### src/rtl/maze_pkg.sv
// Shared maze-game types: direction codes, move FSM states and the
// direction priority picker used by the button front end.
package maze_pkg;

  localparam logic [1:0] DIR_UP    = 2'b00;
  localparam logic [1:0] DIR_RIGHT = 2'b01;
  localparam logic [1:0] DIR_DOWN  = 2'b10;
  localparam logic [1:0] DIR_LEFT  = 2'b11;

  typedef enum logic [1:0] {
    ST_IDLE   = 2'b00,
    ST_HOLD   = 2'b01,
    ST_REPEAT = 2'b10
  } move_state_t;

  // Button vectors are indexed by direction code, so the winning index is the code.
  function automatic logic [1:0] pick_dir(input logic [3:0] lvl);
    if (lvl[DIR_UP])         return DIR_UP;
    else if (lvl[DIR_RIGHT]) return DIR_RIGHT;
    else if (lvl[DIR_DOWN])  return DIR_DOWN;
    else                     return DIR_LEFT;
  endfunction

endpackage

### src/rtl/btn_debounce.sv
// Two-flop synchronizer followed by a counting debouncer for one raw pad.
module btn_debounce #(
  parameter int DEBOUNCE_CYCLES = 500000,
  parameter int CNT_W           = 26
) (
  input  logic Clk,
  input  logic Reset,
  input  logic i_raw,
  output logic o_level
);

  logic             r_sync1;
  logic             r_sync2;
  logic             r_level;
  logic [CNT_W-1:0] r_cnt;

  always_ff @(posedge Clk) begin
    if (Reset) begin
      r_sync1 <= 1'b0;
      r_sync2 <= 1'b0;
      r_level <= 1'b0;
      r_cnt   <= '0;
    end else begin
      r_sync1 <= i_raw;
      r_sync2 <= r_sync1;
      // Any cycle agreeing with the current level restarts the stability count.
      if (r_sync2 == r_level) begin
        r_cnt <= '0;
      end else if (r_cnt == CNT_W'(DEBOUNCE_CYCLES - 1)) begin
        r_level <= ~r_level;
        r_cnt   <= '0;
      end else begin
        r_cnt <= r_cnt + CNT_W'(1);
      end
    end
  end

  assign o_level = r_level;

endmodule

### src/rtl/btn_move_cond.sv
// Button conditioning and move-command generator for the maze game.
// Define BTN_MOVE_AUTO_REPEAT_EN to enable hold-to-repeat moves.
module btn_move_cond
  import maze_pkg::*;
#(
  parameter int DEBOUNCE_CYCLES = 500000,
  parameter int REPEAT_DELAY    = 50000000,
  parameter int REPEAT_RATE     = 15000000,
  parameter int CNT_W           = 26
) (
  input  logic        Clk,
  input  logic        Reset,
  input  logic        BtnU,
  input  logic        BtnD,
  input  logic        BtnL,
  input  logic        BtnR,
  input  logic        BtnC,
  output logic        MoveValid,
  output logic [1:0]  MoveDir,
  input  logic        MoveReady,
  output logic        CenterPulse,
  output logic        Overrun,
  output logic [15:0] MoveCount
);

  localparam int MAX_CYC = (DEBOUNCE_CYCLES > REPEAT_DELAY) ?
                           ((DEBOUNCE_CYCLES > REPEAT_RATE) ? DEBOUNCE_CYCLES : REPEAT_RATE) :
                           ((REPEAT_DELAY > REPEAT_RATE) ? REPEAT_DELAY : REPEAT_RATE);

  if ((MAX_CYC >> CNT_W) != 0) begin : g_cnt_w_check
    $error("btn_move_cond: CNT_W too narrow for configured cycle counts");
  end

  // Index 0..3 follows the direction code; index 4 is the centre button.
  logic [4:0] w_raw;
  logic [4:0] w_lvl;
  logic [4:0] w_rise;
  logic [4:0] r_lvl_d;

  assign w_raw = {BtnC, BtnL, BtnD, BtnR, BtnU};

  for (genvar gi = 0; gi < 5; gi++) begin : g_btn
    btn_debounce #(
      .DEBOUNCE_CYCLES(DEBOUNCE_CYCLES),
      .CNT_W          (CNT_W)
    ) u_deb (
      .Clk    (Clk),
      .Reset  (Reset),
      .i_raw  (w_raw[gi]),
      .o_level(w_lvl[gi])
    );
  end

  assign w_rise = w_lvl & ~r_lvl_d;

  logic [1:0]  w_sel;
  logic        w_any;
  move_state_t r_state, w_state_next;
  logic [1:0]  r_lat_dir, w_lat_next;
  logic        w_gen;

  assign w_sel = pick_dir(w_lvl[3:0]);
  assign w_any = |w_lvl[3:0];

`ifdef BTN_MOVE_AUTO_REPEAT_EN
  logic [CNT_W-1:0] r_timer, w_timer_next;
`endif

  always_comb begin
    w_state_next = r_state;
    w_lat_next   = r_lat_dir;
    w_gen        = 1'b0;
`ifdef BTN_MOVE_AUTO_REPEAT_EN
    w_timer_next = r_timer;
`endif
    case (r_state)
      ST_IDLE: begin
        // Only a fresh edge of the winning direction starts a move.
        if (w_any && w_rise[w_sel]) begin
          w_gen        = 1'b1;
          w_lat_next   = w_sel;
          w_state_next = ST_HOLD;
`ifdef BTN_MOVE_AUTO_REPEAT_EN
          w_timer_next = '0;
`endif
        end
      end
      ST_HOLD: begin
        if (!w_lvl[r_lat_dir]) begin
          w_state_next = ST_IDLE;
        end
`ifdef BTN_MOVE_AUTO_REPEAT_EN
        else if (r_timer == CNT_W'(REPEAT_DELAY - 1)) begin
          w_gen        = 1'b1;
          w_state_next = ST_REPEAT;
          w_timer_next = '0;
        end else begin
          w_timer_next = r_timer + CNT_W'(1);
        end
`endif
      end
      ST_REPEAT: begin
`ifdef BTN_MOVE_AUTO_REPEAT_EN
        if (!w_lvl[r_lat_dir]) begin
          w_state_next = ST_IDLE;
        end else if (r_timer == CNT_W'(REPEAT_RATE - 1)) begin
          w_gen        = 1'b1;
          w_timer_next = '0;
        end else begin
          w_timer_next = r_timer + CNT_W'(1);
        end
`else
        w_state_next = ST_IDLE;
`endif
      end
      default: w_state_next = ST_IDLE;
    endcase
  end

  logic        r_valid;
  logic [1:0]  r_dir;
  logic        r_center;
  logic        r_overrun;
  logic [15:0] r_move_count;

  always_ff @(posedge Clk) begin
    if (Reset) begin
      r_lvl_d      <= '0;
      r_state      <= ST_IDLE;
      r_lat_dir    <= DIR_UP;
      r_valid      <= 1'b0;
      r_dir        <= DIR_UP;
      r_center     <= 1'b0;
      r_overrun    <= 1'b0;
      r_move_count <= '0;
`ifdef BTN_MOVE_AUTO_REPEAT_EN
      r_timer      <= '0;
`endif
    end else begin
      r_lvl_d   <= w_lvl;
      r_state   <= w_state_next;
      r_lat_dir <= w_lat_next;
      r_center  <= w_rise[4];
`ifdef BTN_MOVE_AUTO_REPEAT_EN
      r_timer   <= w_timer_next;
`endif
      // A same-edge accept frees the slot, so the new move may load.
      if (w_gen && (!r_valid || MoveReady)) begin
        r_valid <= 1'b1;
        r_dir   <= w_lat_next;
      end else if (w_gen) begin
        r_overrun <= 1'b1;
      end else if (r_valid && MoveReady) begin
        r_valid <= 1'b0;
      end
      if (r_valid && MoveReady) begin
        r_move_count <= r_move_count + 16'd1;
      end
    end
  end

  assign MoveValid   = r_valid;
  assign MoveDir     = r_dir;
  assign CenterPulse = r_center;
  assign Overrun     = r_overrun;
  assign MoveCount   = r_move_count;

endmodule

### config.mk
export PLATFORM = sky130hd
export DESIGN_NAME = btn_move_cond
export DESIGN_NICKNAME = d
export VERILOG_FILES = /design/src/rtl/maze_pkg.sv /design/src/rtl/btn_debounce.sv /design/src/rtl/btn_move_cond.sv
export SDC_FILE = /design/constraint.sdc
export NUM_CORES = 1
export LEC_CHECK = 0
export ABC_AREA = 1
export BUFFER_PORTS_ARGS = -buffer_cell sky130_fd_sc_hd__buf_4
export CAP_MARGIN = 20
export CORE_UTILIZATION = 41
export CTS_CLUSTER_DIAMETER = 40
export CTS_CLUSTER_SIZE = 24
export DETAILED_ROUTE_END_ITERATION = 8
export GPL_TIMING_DRIVEN = 1
export PLACE_DENSITY_LB_ADDON = 0.12
export SLEW_MARGIN = 0
export SYNTH_ARGS = -nofsm -noshare
export SYNTH_HDL_FRONTEND = slang
export SYNTH_HIERARCHICAL = 1
export SYNTH_SLANG_ARGS = --single-unit
### constraint.sdc
create_clock -name Clk -period 1.56 [get_ports Clk]
set_input_delay 0.234 -clock Clk [delete_from_list [all_inputs] [get_ports Clk]]
set_output_delay 0.234 -clock Clk [all_outputs]
set_load 0.01 [all_outputs]
==> results of run 1 <==
worst paths after layout:
path	from	slack (ps)	depth (start not counted)	to
setup reg to reg	g_btn[0].u_deb/o_level	100	4	g_btn[0].u_deb/r_cnt[4]
setup / recovery	g_btn[0].u_deb/o_level	100	4	g_btn[0].u_deb/r_cnt[4]
hold / removal	BtnU	40	3	g_btn[0].u_deb/r_sync1
hold reg to reg	r_lvl_d[4]	400	1	CenterPulse
cells by family (layout without fill, tap and decap cells):
group | after synthesis | after routing | share of synthesized area [%]
AOI/OAI and AO/OA | 136 | 136 | 7.84
xor gates and xnor gates | 46 | 46 | 4.40
adders and majority gates | 6 | 6 | 0.819
buffers and inverters | 171 | 260 | 7.92
DFF | 174 | 174 | 38.0
and+or+nand+nor | 877 | 880 | 41.0
cells in the mapped netlist:
master | count | share of area, %
sky130_fd_sc_hd__o21bai_1 | 5 | 0.41
sky130_fd_sc_hd__o21ai_1 | 4 | 0.22
sky130_fd_sc_hd__nand2_1 | 376 | 15
sky130_fd_sc_hd__nor2_8 | 1 | 0.22
sky130_fd_sc_hd__o21a_1 | 1 | 0.082
sky130_fd_sc_hd__a211oi_1 | 1 | 0.082
sky130_fd_sc_hd__or2_2 | 10 | 0.68
sky130_fd_sc_hd__nor2_4 | 9 | 1.1
sky130_fd_sc_hd__inv_6 | 1 | 0.096
sky130_fd_sc_hd__clkbuf_1 | 1 | 0.041
sky130_fd_sc_hd__buf_4 | 1 | 0.082
sky130_fd_sc_hd__nor3_1 | 2 | 0.11
sky130_fd_sc_hd__nand4_1 | 15 | 1.0
sky130_fd_sc_hd__nor2_2 | 6 | 0.41
sky130_fd_sc_hd__dfxtp_1 | 174 | 38
sky130_fd_sc_hd__a21oi_4 | 1 | 0.18
sky130_fd_sc_hd__nand3b_1 | 11 | 0.90
sky130_fd_sc_hd__and2_1 | 1 | 0.068
sky130_fd_sc_hd__nor2_1 | 336 | 14
sky130_fd_sc_hd__nand2_2 | 14 | 0.96
sky130_fd_sc_hd__a21oi_1 | 92 | 5.0
sky130_fd_sc_hd__buf_6 | 10 | 1.2
sky130_fd_sc_hd__ha_1 | 6 | 0.82
sky130_fd_sc_hd__o21ba_2 | 1 | 0.11
sky130_fd_sc_hd__inv_1 | 155 | 6.3
sky130_fd_sc_hd__nand3_1 | 79 | 4.3
sky130_fd_sc_hd__o21ai_0 | 30 | 1.6
sky130_fd_sc_hd__nor3_2 | 1 | 0.11
sky130_fd_sc_hd__nand3_2 | 7 | 0.76
sky130_fd_sc_hd__nand2_4 | 8 | 0.98
sky130_fd_sc_hd__xor2_1 | 16 | 1.5
sky130_fd_sc_hd__inv_2 | 3 | 0.12
sky130_fd_sc_hd__nand3b_4 | 1 | 0.22
sky130_fd_sc_hd__a21oi_2 | 1 | 0.096
sky130_fd_sc_hd__xnor2_1 | 30 | 2.9
routing by layer:
layer / global-route usage, % / wire, um / vias up
li1: - / - / 4556
met1: 23.6 / 10100 / 3792
met2: 32.9 / 10100 / 91
met3: 3.41 / 528 / 22
met4: 5.35 / 297 / 0
met5: 0 / 0 / -
layout make-up:
cell class	instances	area, um^2	share of cell area, %
Clock buffer	23	468	4.40
Sequential cell	174	3480	32.8
Multi-Input combinational cell	1068	5090	47.9
Tap cell	280	350	3.30
Timing Repair Buffer	69	526	4.94
Inverter	159	602	5.66
Clock inverter	9	110	1.04
flip-flops by register name (all words and copies together), names as in the netlist:
name                 cells
MoveValid                1
r_lat_dir                2
MoveCount               16
r_state                  1
r_lvl_d                  5
g_btn.u_deb/r_sync2      5
Overrun                  1
MoveDir                  2
CenterPulse              1
g_btn.u_deb/r_sync1      5
g_btn.u_deb/r_cnt      130
g_btn.u_deb/o_level      5
what timing repair did:
action	CTS	global route
endpoints found under the setup margin	0	125
resized for setup	0	24
hold buffers	3	0
hold endpoints to repair	3	0
tightest hold or removal path: stages:
cell                     delay [ps]
sky130_fd_sc_hd__buf_4           80
sky130_fd_sc_hd__inv_1           40
sky130_fd_sc_hd__nor2_1          70
metrics by stage:
step           hold slack, ps  setup TNS (ps)  total power, uW
6_report                 39.3               0             8830
2_1_floorplan             296               0             4650
3_3_place_gp              389               0             4680
4_1_cts                  19.9               0             8970
5_1_grt                  58.1           -9.68             9170
3_5_place_dp              393               0             4680
power by group through the flow:
| stage | logic [uW] | registers (uW) | clock network (uW) |
|---|---|---|---|
| 2_1_floorplan | 80.8 | 4560 | 0 |
| 3_3_place_gp | 118 | 4560 | 0 |
| 3_5_place_dp | 118 | 4570 | 0 |
| 4_1_cts | 124 | 4460 | 4390 |
| 5_1_grt | 153 | 4460 | 4560 |
| 6_report | 135 | 4460 | 4230 |
==> run metrics, run 1 <==
power density over the cells 831 mW/mm^2; chain of cells forming the critical path xnor2_1 -> nor2_2 -> o21ai_0 -> a21oi_1; number of buffer and inverter instances along the worst setup path 0; initial cell density of the core 41.9%; Worst setup EP type register; Finished Core Util 48.6%; syn avg cell area 6.50 um^2; Comb pwr share 1.5%; number of detailed-routing iterations run before antenna repair 5; max-slew violation count 0; number of design-rule violations left by the first detailed-router iteration 355; number of antenna cells inserted 0; Port-buffer cells 28; total setup buffers inserted after CTS 0; fill count 2321; CTS tree built; Setup Skew 17.6 ps; max-cap violation count 0; clock-pin transition on the worst setup and hold timing paths 60 ps; Data arrival, critical path 1820 ps; ports placed on the boundary 29; horizontal die dimension 152 um; Final Instance Count excl. Fillers 1782; per-cell routed wire length 11.8 um; drc violations 0; CTS buffer count 17; Max rail drop VDD 0.603 mV; path type of the worst setup path reg -> reg; wire length of the first global-routing pass 35000 um; worst setup timing slack at the placement stage 57.6 ps; initial antenna violation count 0; Crit path required time 1910 ps; count of state elements after synthesis 174; global-route total usage across every layer 18.8%; finished layout cell area 0.0106 mm^2; warning count from the yosys run 6; status complete, no violations; Period minus WS final 1460 ps; achievable clock frequency 0.683 GHz; share of post-route cells with drive strength above 1 11.7%; H-tree depth reported by CTS 4; fraction of the cycle the final worst path needs 93.8%; number of nets in the synthesized netlist 1424; total congestion overflow 0; largest fanout on the critical path 6; die boundary height 152 um; synthesized netlist cell count 1410; routability cong. 0.878; CP top delay family flip-flops; standard-cell rows 54; pin slew with the least headroom to its limit 608 ps; area of the placeable core 0.0219 mm^2; standard cell area after detailed placement 0.00989 mm^2; power share of the sequential group 50.5%; number of endpoints failing setup at the final stage 0; cell area after synthesis 0.00917 mm^2; cell at the slowest stage of the critical path sky130_fd_sc_hd__dfxtp_1; sw power 1880 uW; Detail Route Antenna Nets 0; standby leakage power 0.00335 uW; setup ws final 96.8 ps; estimated wirelength of the detail-placed design 15500 um; maximum number of pins on one net before global-route repair 26; Clk network pwr share 47.9%; Worst setup SP type register; number of nets in the final layout 1503; commonest non-fill, non-tap cell in the layout sky130_fd_sc_hd__nand2_1; post-detailed-routing wire length 21100 um; area of the die 0.0230 mm^2; total instance count after detailed placement 1744; synth unique cells 35; path class of the lowest-slack min-delay path in -> reg; number of sinks on the clock net 174; delay of the slowest critical-path stage 520 ps; maximum root-to-sink buffer count 2; synthesis-to-layout area growth 16.0%; via count of the first global-routing pass 7839; clock root cell sky130_fd_sc_hd__clkbuf_16; count of final hold-check violations 0; clock insertion delay at the later pin of the skew report 430 ps; internal power 6960 uW; relative slew slack 59.3%; sequential element share of the synthesized area 38.0%; routed vias 8461; number of vias per cell 4.75; net switching share of the total power 21.3%; leading cell types in the layout, fill and taps excluded sky130_fd_sc_hd__nand2_1, sky130_fd_sc_hd__nor2_1, sky130_fd_sc_hd__dfxtp_1
Power figures use the tool's default switching activity.
==> run 2: changes to the inputs <==
--- a/config.mk
+++ b/config.mk
@@ -6,12 +6,12 @@
 export NUM_CORES = 1
 export LEC_CHECK = 0
 export ABC_AREA = 1
-export BUFFER_PORTS_ARGS = -buffer_cell sky130_fd_sc_hd__buf_4
 export CAP_MARGIN = 20
 export CORE_UTILIZATION = 41
 export CTS_CLUSTER_DIAMETER = 40
 export CTS_CLUSTER_SIZE = 24
 export DETAILED_ROUTE_END_ITERATION = 8
+export DONT_BUFFER_PORTS = 1
 export GPL_TIMING_DRIVEN = 1
 export PLACE_DENSITY_LB_ADDON = 0.12
 export SLEW_MARGIN = 0
==> run metrics, run 2 (synthesis results as in run 1) <==
Detail Route Antenna Nets 0; path class of the lowest-slack min-delay path in -> reg; CTS tree built; synthesis-to-layout area growth 14.9%; finished layout cell area 0.0105 mm^2; count of final hold-check violations 0; Period minus WS final 1470 ps; largest fanout on the critical path 12; leading cell types in the layout, fill and taps excluded sky130_fd_sc_hd__nand2_1, sky130_fd_sc_hd__nor2_1, sky130_fd_sc_hd__dfxtp_1; clock-pin transition on the worst setup and hold timing paths 70 ps; Worst setup SP type register; number of buffer and inverter instances along the worst setup path 1; chain of cells forming the critical path ha_1 -> inv_1 -> nor2_4 -> nand3_2 -> nor2_2 -> nand2_2 -> nand2_4 -> a21oi_1; GR met3 Demand/Resource 3.11%; register containing the most flip-flops in the final layout g_btn.u_deb/r_cnt; delay of the slowest critical-path stage 350 ps; total setup buffers inserted after CTS 0; ports placed on the boundary 29; die boundary height 152 um; horizontal die dimension 152 um; pin slew with the least headroom to its limit 596 ps; power density over the cells 812 mW/mm^2; max FFs per register 130; clock root cell sky130_fd_sc_hd__clkbuf_16; achievable clock frequency 0.681 GHz; standard-cell rows 54; initial cell density of the core 41.9%; share of post-route cells with drive strength above 1 10.9%; relative slew slack 60.1%; total instance count after detailed placement 1716; max-slew violation count 0; number of vias per cell 4.76; status complete, no violations; per-cell routed wire length 12.4 um; Max rail drop VDD 0.514 mV; routed vias 8376; commonest non-fill, non-tap cell in the layout sky130_fd_sc_hd__nand2_1; setup slack of the worst register-to-register path 90 ps; number of detailed-routing iterations run before antenna repair 5; max-cap violation count 0; global routing met1 resource utilization 24.6%; Port-buffer cells 0; area of the die 0.0230 mm^2; fraction of the cycle the final worst path needs 94.2%; cell at the slowest stage of the critical path sky130_fd_sc_hd__dfxtp_2; Data arrival, critical path 1770 ps; Final Instance Count excl. Fillers 1761; maximum root-to-sink buffer count 2; number of sinks on the clock net 174; number of endpoints failing setup at the final stage 0; number of design-rule violations left by the first detailed-router iteration 295; CTS buffer count 17; routability cong. 0.872; area of the placeable core 0.0219 mm^2; total congestion overflow 0; estimated wirelength of the detail-placed design 15400 um; worst hold slack after final layout 59.2 ps; clock insertion delay at the later pin of the skew report 430 ps; global-route track usage on met2 32.8%; routing layer with the top usage in global route met2; total power consumption of the routed design 8550 uW; post-detailed-routing wire length 21800 um; H-tree depth reported by CTS 4; wire length of the first global-routing pass 35400 um; Crit path required time 1860 ps; number of antenna cells inserted 0; path type of the worst setup path reg -> reg; RSZ-0062 raised after global routing yes; standard cell area after detailed placement 0.00968 mm^2; via count of the first global-routing pass 7750; initial antenna violation count 0; maximum number of pins on one net before global-route repair 29; standby leakage power 0.00326 uW; number of nets in the final layout 1483; CP top delay family simple AND/OR/NAND/NOR gates; global-route total usage across every layer 19.2%; drc violations 0; Setup Skew 11.9 ps; Worst setup EP type register
## run 2: cell count changes in the layout (fill, tap and decap cells not counted), sizes merged, moves of 2 or more
| cell | change |
|---|---|
| dlygate4sd3 | +3 |
| nand2 | +4 |
| clkinvlp | +2 |
| inv | +2 |
| clkbuf | -4 |
| buf | -27 |
| bufinv | -2 |
## run 2: layout make-up
class / count / area (um^2)
Clock buffer: 19 / 453
Clock inverter: 12 / 87.6
Fill cell: 2287 / 11400
Inverter: 159 / 602
Multi-Input combinational cell: 1072 / 5190
Sequential cell: 174 / 3490
Tap cell: 280 / 350
Timing Repair Buffer: 45 / 360
## run 2: layer usage
metal  routed length (um)  part of all wire (%)  vias to the layer above
met5                    0                     0                        -
met4                  271                   1.2                        0
met3                  643                   3.0                       20
met2                10500                    48                      119
met1                10400                    48                     3711
li1                     -                     -                     4526
## run 2: power breakdown
group	total [uW]	internal [uW]	switching [uW]
Clock	3960	2120	1840
Sequential	4460	4460	7.99
Combinational	133	47.0	86.3
Total	8550	6620	1930
## run 2: worst paths after layout
check,startpoint,endpoint,cells past startpoint
max reg2reg,g_btn[3].u_deb/r_cnt[0],g_btn[3].u_deb/r_cnt[20],8
max,g_btn[3].u_deb/r_cnt[0],g_btn[3].u_deb/r_cnt[20],8
min,MoveReady,MoveCount[12],3
min reg2reg,r_lvl_d[4],CenterPulse,1
## run 2: worst register-to-register path, cell delays in order, from the launching register on
cell and delay, ps:
sky130_fd_sc_hd__dfxtp_2 350, sky130_fd_sc_hd__ha_1 170, sky130_fd_sc_hd__inv_1 70, sky130_fd_sc_hd__nor2_4 120, sky130_fd_sc_hd__nand3_2 80, sky130_fd_sc_hd__nor2_2 170
sky130_fd_sc_hd__nand2_2 150, sky130_fd_sc_hd__nand2_4 200, sky130_fd_sc_hd__a21oi_1 60
## run 2: through the flow
stage                     setup WS, ps  util [%]  setup TNS (ps)
after floorplan                   91.5         -               0
after global placement            63.9      44.2               0
after detailed placement          33.8      44.2               0
after CTS                         24.7      46.9               0
after global routing             -7.81      48.1           -31.9
final                             91.2      48.1               0
## run 2: timing repair
action / CTS / global route
endpoints found under the setup margin: 0 / 125
hold buffers: 6 / 0
hold endpoints to repair: 28 / 0
gates resized for setup: 0 / 36
==> run 3: changes to the inputs <==
==> constraint.sdc (replaced) <==
create_clock -name Clk -period 1.56 [get_ports Clk]
set_input_delay 0.234 -clock Clk [delete_from_list [all_inputs] [get_ports Clk]]
set_output_delay 0.234 -clock Clk [all_outputs]
set_load 0.05 [all_outputs]
==> run metrics, run 3 (synthesis results as in run 1) <==
status complete, no violations; fraction of the cycle the final worst path needs 94.1%; global-route total usage across every layer 18.6%; Data arrival, critical path 1840 ps; Crit path required time 1940 ps; standard-cell rows 54; register containing the most flip-flops in the final layout g_btn.u_deb/r_cnt; number of sinks on the clock net 174; maximum number of pins on one net before global-route repair 31; number of vias per cell 4.73; routing layer with the top usage in global route met2; max-cap violation count 0; CTS tree built; worst setup timing slack at the placement stage 8.20 ps; Worst R2R Path Depth 6; power density over the cells 828 mW/mm^2; wire length of the first global-routing pass 34500 um; number of antenna cells inserted 0; estimated wirelength of the detail-placed design 15200 um; count of final hold-check violations 0; total power consumption of the routed design 8800 uW; routed vias 8391; total setup buffers inserted after CTS 0; Detail Route Antenna Nets 0; Worst setup EP type register; maximum root-to-sink buffer count 2; Port-buffer cells 0; clock insertion delay at the later pin of the skew report 440 ps; Worst setup SP type register; setup slack of the worst register-to-register path 90 ps; Period minus WS final 1470 ps; Setup Skew 14.9 ps; clock-pin transition on the worst setup and hold timing paths 70 ps; worst setup path startpoint g_btn[2].u_deb/r_cnt[6]; share of post-route cells with drive strength above 1 11.9%; pin slew with the least headroom to its limit 587 ps; area of the die 0.0230 mm^2; global-route track usage on met2 30.5%; path type of the worst setup path reg -> reg; global routing met1 resource utilization 24.8%; Max rail drop VDD 0.583 mV; initial antenna violation count 0; number of detailed-routing iterations run before antenna repair 5; total instance count after detailed placement 1731; max FFs per register 130; path class of the lowest-slack min-delay path in -> reg; termination of the worst setup path g_btn[2].u_deb/r_cnt[25]; horizontal die dimension 152 um; via count of the first global-routing pass 7659; Crit Reg-Reg Endpoint g_btn[2].u_deb/r_cnt[25]; max-slew violation count 0; commonest non-fill, non-tap cell in the layout sky130_fd_sc_hd__nand2_1; initial cell density of the core 41.9%; clock root cell sky130_fd_sc_hd__clkbuf_16; leading cell types in the layout, fill and taps excluded sky130_fd_sc_hd__nand2_1, sky130_fd_sc_hd__nor2_1, sky130_fd_sc_hd__dfxtp_1; area of the placeable core 0.0219 mm^2; GR met3 Demand/Resource 3.62%; startpoint of the most critical register-to-register path g_btn[2].u_deb/r_cnt[6]; CTS buffer count 17; die boundary height 152 um; number of design-rule violations left by the first detailed-router iteration 314; Finished Core Util 48.5%; routability cong. 0.849; synthesis-to-layout area growth 15.9%; setup ws final 92.4 ps; standby leakage power 0.00331 uW; per-cell routed wire length 11.8 um; ports placed on the boundary 29; largest fanout on the critical path 5; setup total negative slack 0 ps; total congestion overflow 0; drc violations 0; number of endpoints failing setup at the final stage 0; post-detailed-routing wire length 21000 um; achievable clock frequency 0.681 GHz; H-tree depth reported by CTS 4; Final Instance Count excl. Fillers 1773; relative slew slack 60.7%; number of nets in the final layout 1494
-- run 3: changes by cell type in the layout (fill, tap and decap cells not counted), moves of 2 or more --
| cell | previous run | this run |
|---|---|---|
| sky130_fd_sc_hd__buf_4 | 38 | 53 |
| sky130_fd_sc_hd__clkinv_2 | 3 | 0 |
| sky130_fd_sc_hd__clkinv_4 | 1 | 4 |
| sky130_fd_sc_hd__clkinvlp_4 | 5 | 1 |
| sky130_fd_sc_hd__ha_1 | 6 | 2 |
| sky130_fd_sc_hd__ha_2 | 0 | 3 |
| sky130_fd_sc_hd__inv_8 | 0 | 6 |
| sky130_fd_sc_hd__nand2_1 | 373 | 375 |
| sky130_fd_sc_hd__nand2_4 | 11 | 8 |
| sky130_fd_sc_hd__nand2_8 | 8 | 6 |
| sky130_fd_sc_hd__nor2_1 | 322 | 320 |
| sky130_fd_sc_hd__nor2_2 | 16 | 19 |
-- run 3: area by class of cell --
type	instances	area [um^2]
fill	2279	11300
multi-input combinational	1069	5140
sequential	174	3490
inverter	159	602
timing repair buffer	59	468
clock buffer	18	439
tap	280	350
clock inverter	14	136
-- run 3: worst min-delay path by stage --
stage | slack (ps) | depth (start not counted) | to | start
floorplan | 300 | 1 | MoveCount[13] | Reset
global placement | 310 | 1 | MoveCount[13] | Reset
detailed placement | 310 | 1 | g_btn[4].u_deb/r_sync1 | Reset
CTS | 0.2 | 3 | g_btn[2].u_deb/r_cnt[4] | Reset
global route | 30 | 3 | g_btn[0].u_deb/r_cnt[4] | Reset
finish | 20 | 3 | g_btn[0].u_deb/r_cnt[4] | Reset
-- run 3: routing by layer --
layer  vias up  part of all wire [%]
met2        93                    45
met5         -                     0
met4         0                   1.4
li1       4534                     -
met3        23                   2.6
met1      3741                    51
-- run 3: per-stage QoR --
stage,hold slack (ps),instance area (um^2)
detailed placement,311,9790
finish,22.5,10600
global placement,310,9790
floorplan,296,9170
CTS,0.151,10400
global route,32.2,10600
-- run 3: power by group --
group	total, uW	switching (uW)	internal, uW
Clock	4210	2030	2170
Sequential	4460	7.75	4450
Combinational	129	82.2	46.7
-- run 3: worst max-delay path, cell delays in order (launching register included) --
cell and delay [ps]:
sky130_fd_sc_hd__dfxtp_1 420, sky130_fd_sc_hd__nand2_1 120, sky130_fd_sc_hd__nor2_1 220, sky130_fd_sc_hd__nand2_1 200
sky130_fd_sc_hd__nor2_1 210, sky130_fd_sc_hd__nand3_1 100, sky130_fd_sc_hd__a21oi_1 130
-- run 3: repair_timing --
item	CTS	global route
gates resized for setup	1	33
gates cloned	0	4
endpoints found under the setup margin	3	125
endpoints found under the hold margin	30	0
hold buffers	6	0
pin swaps	0	0
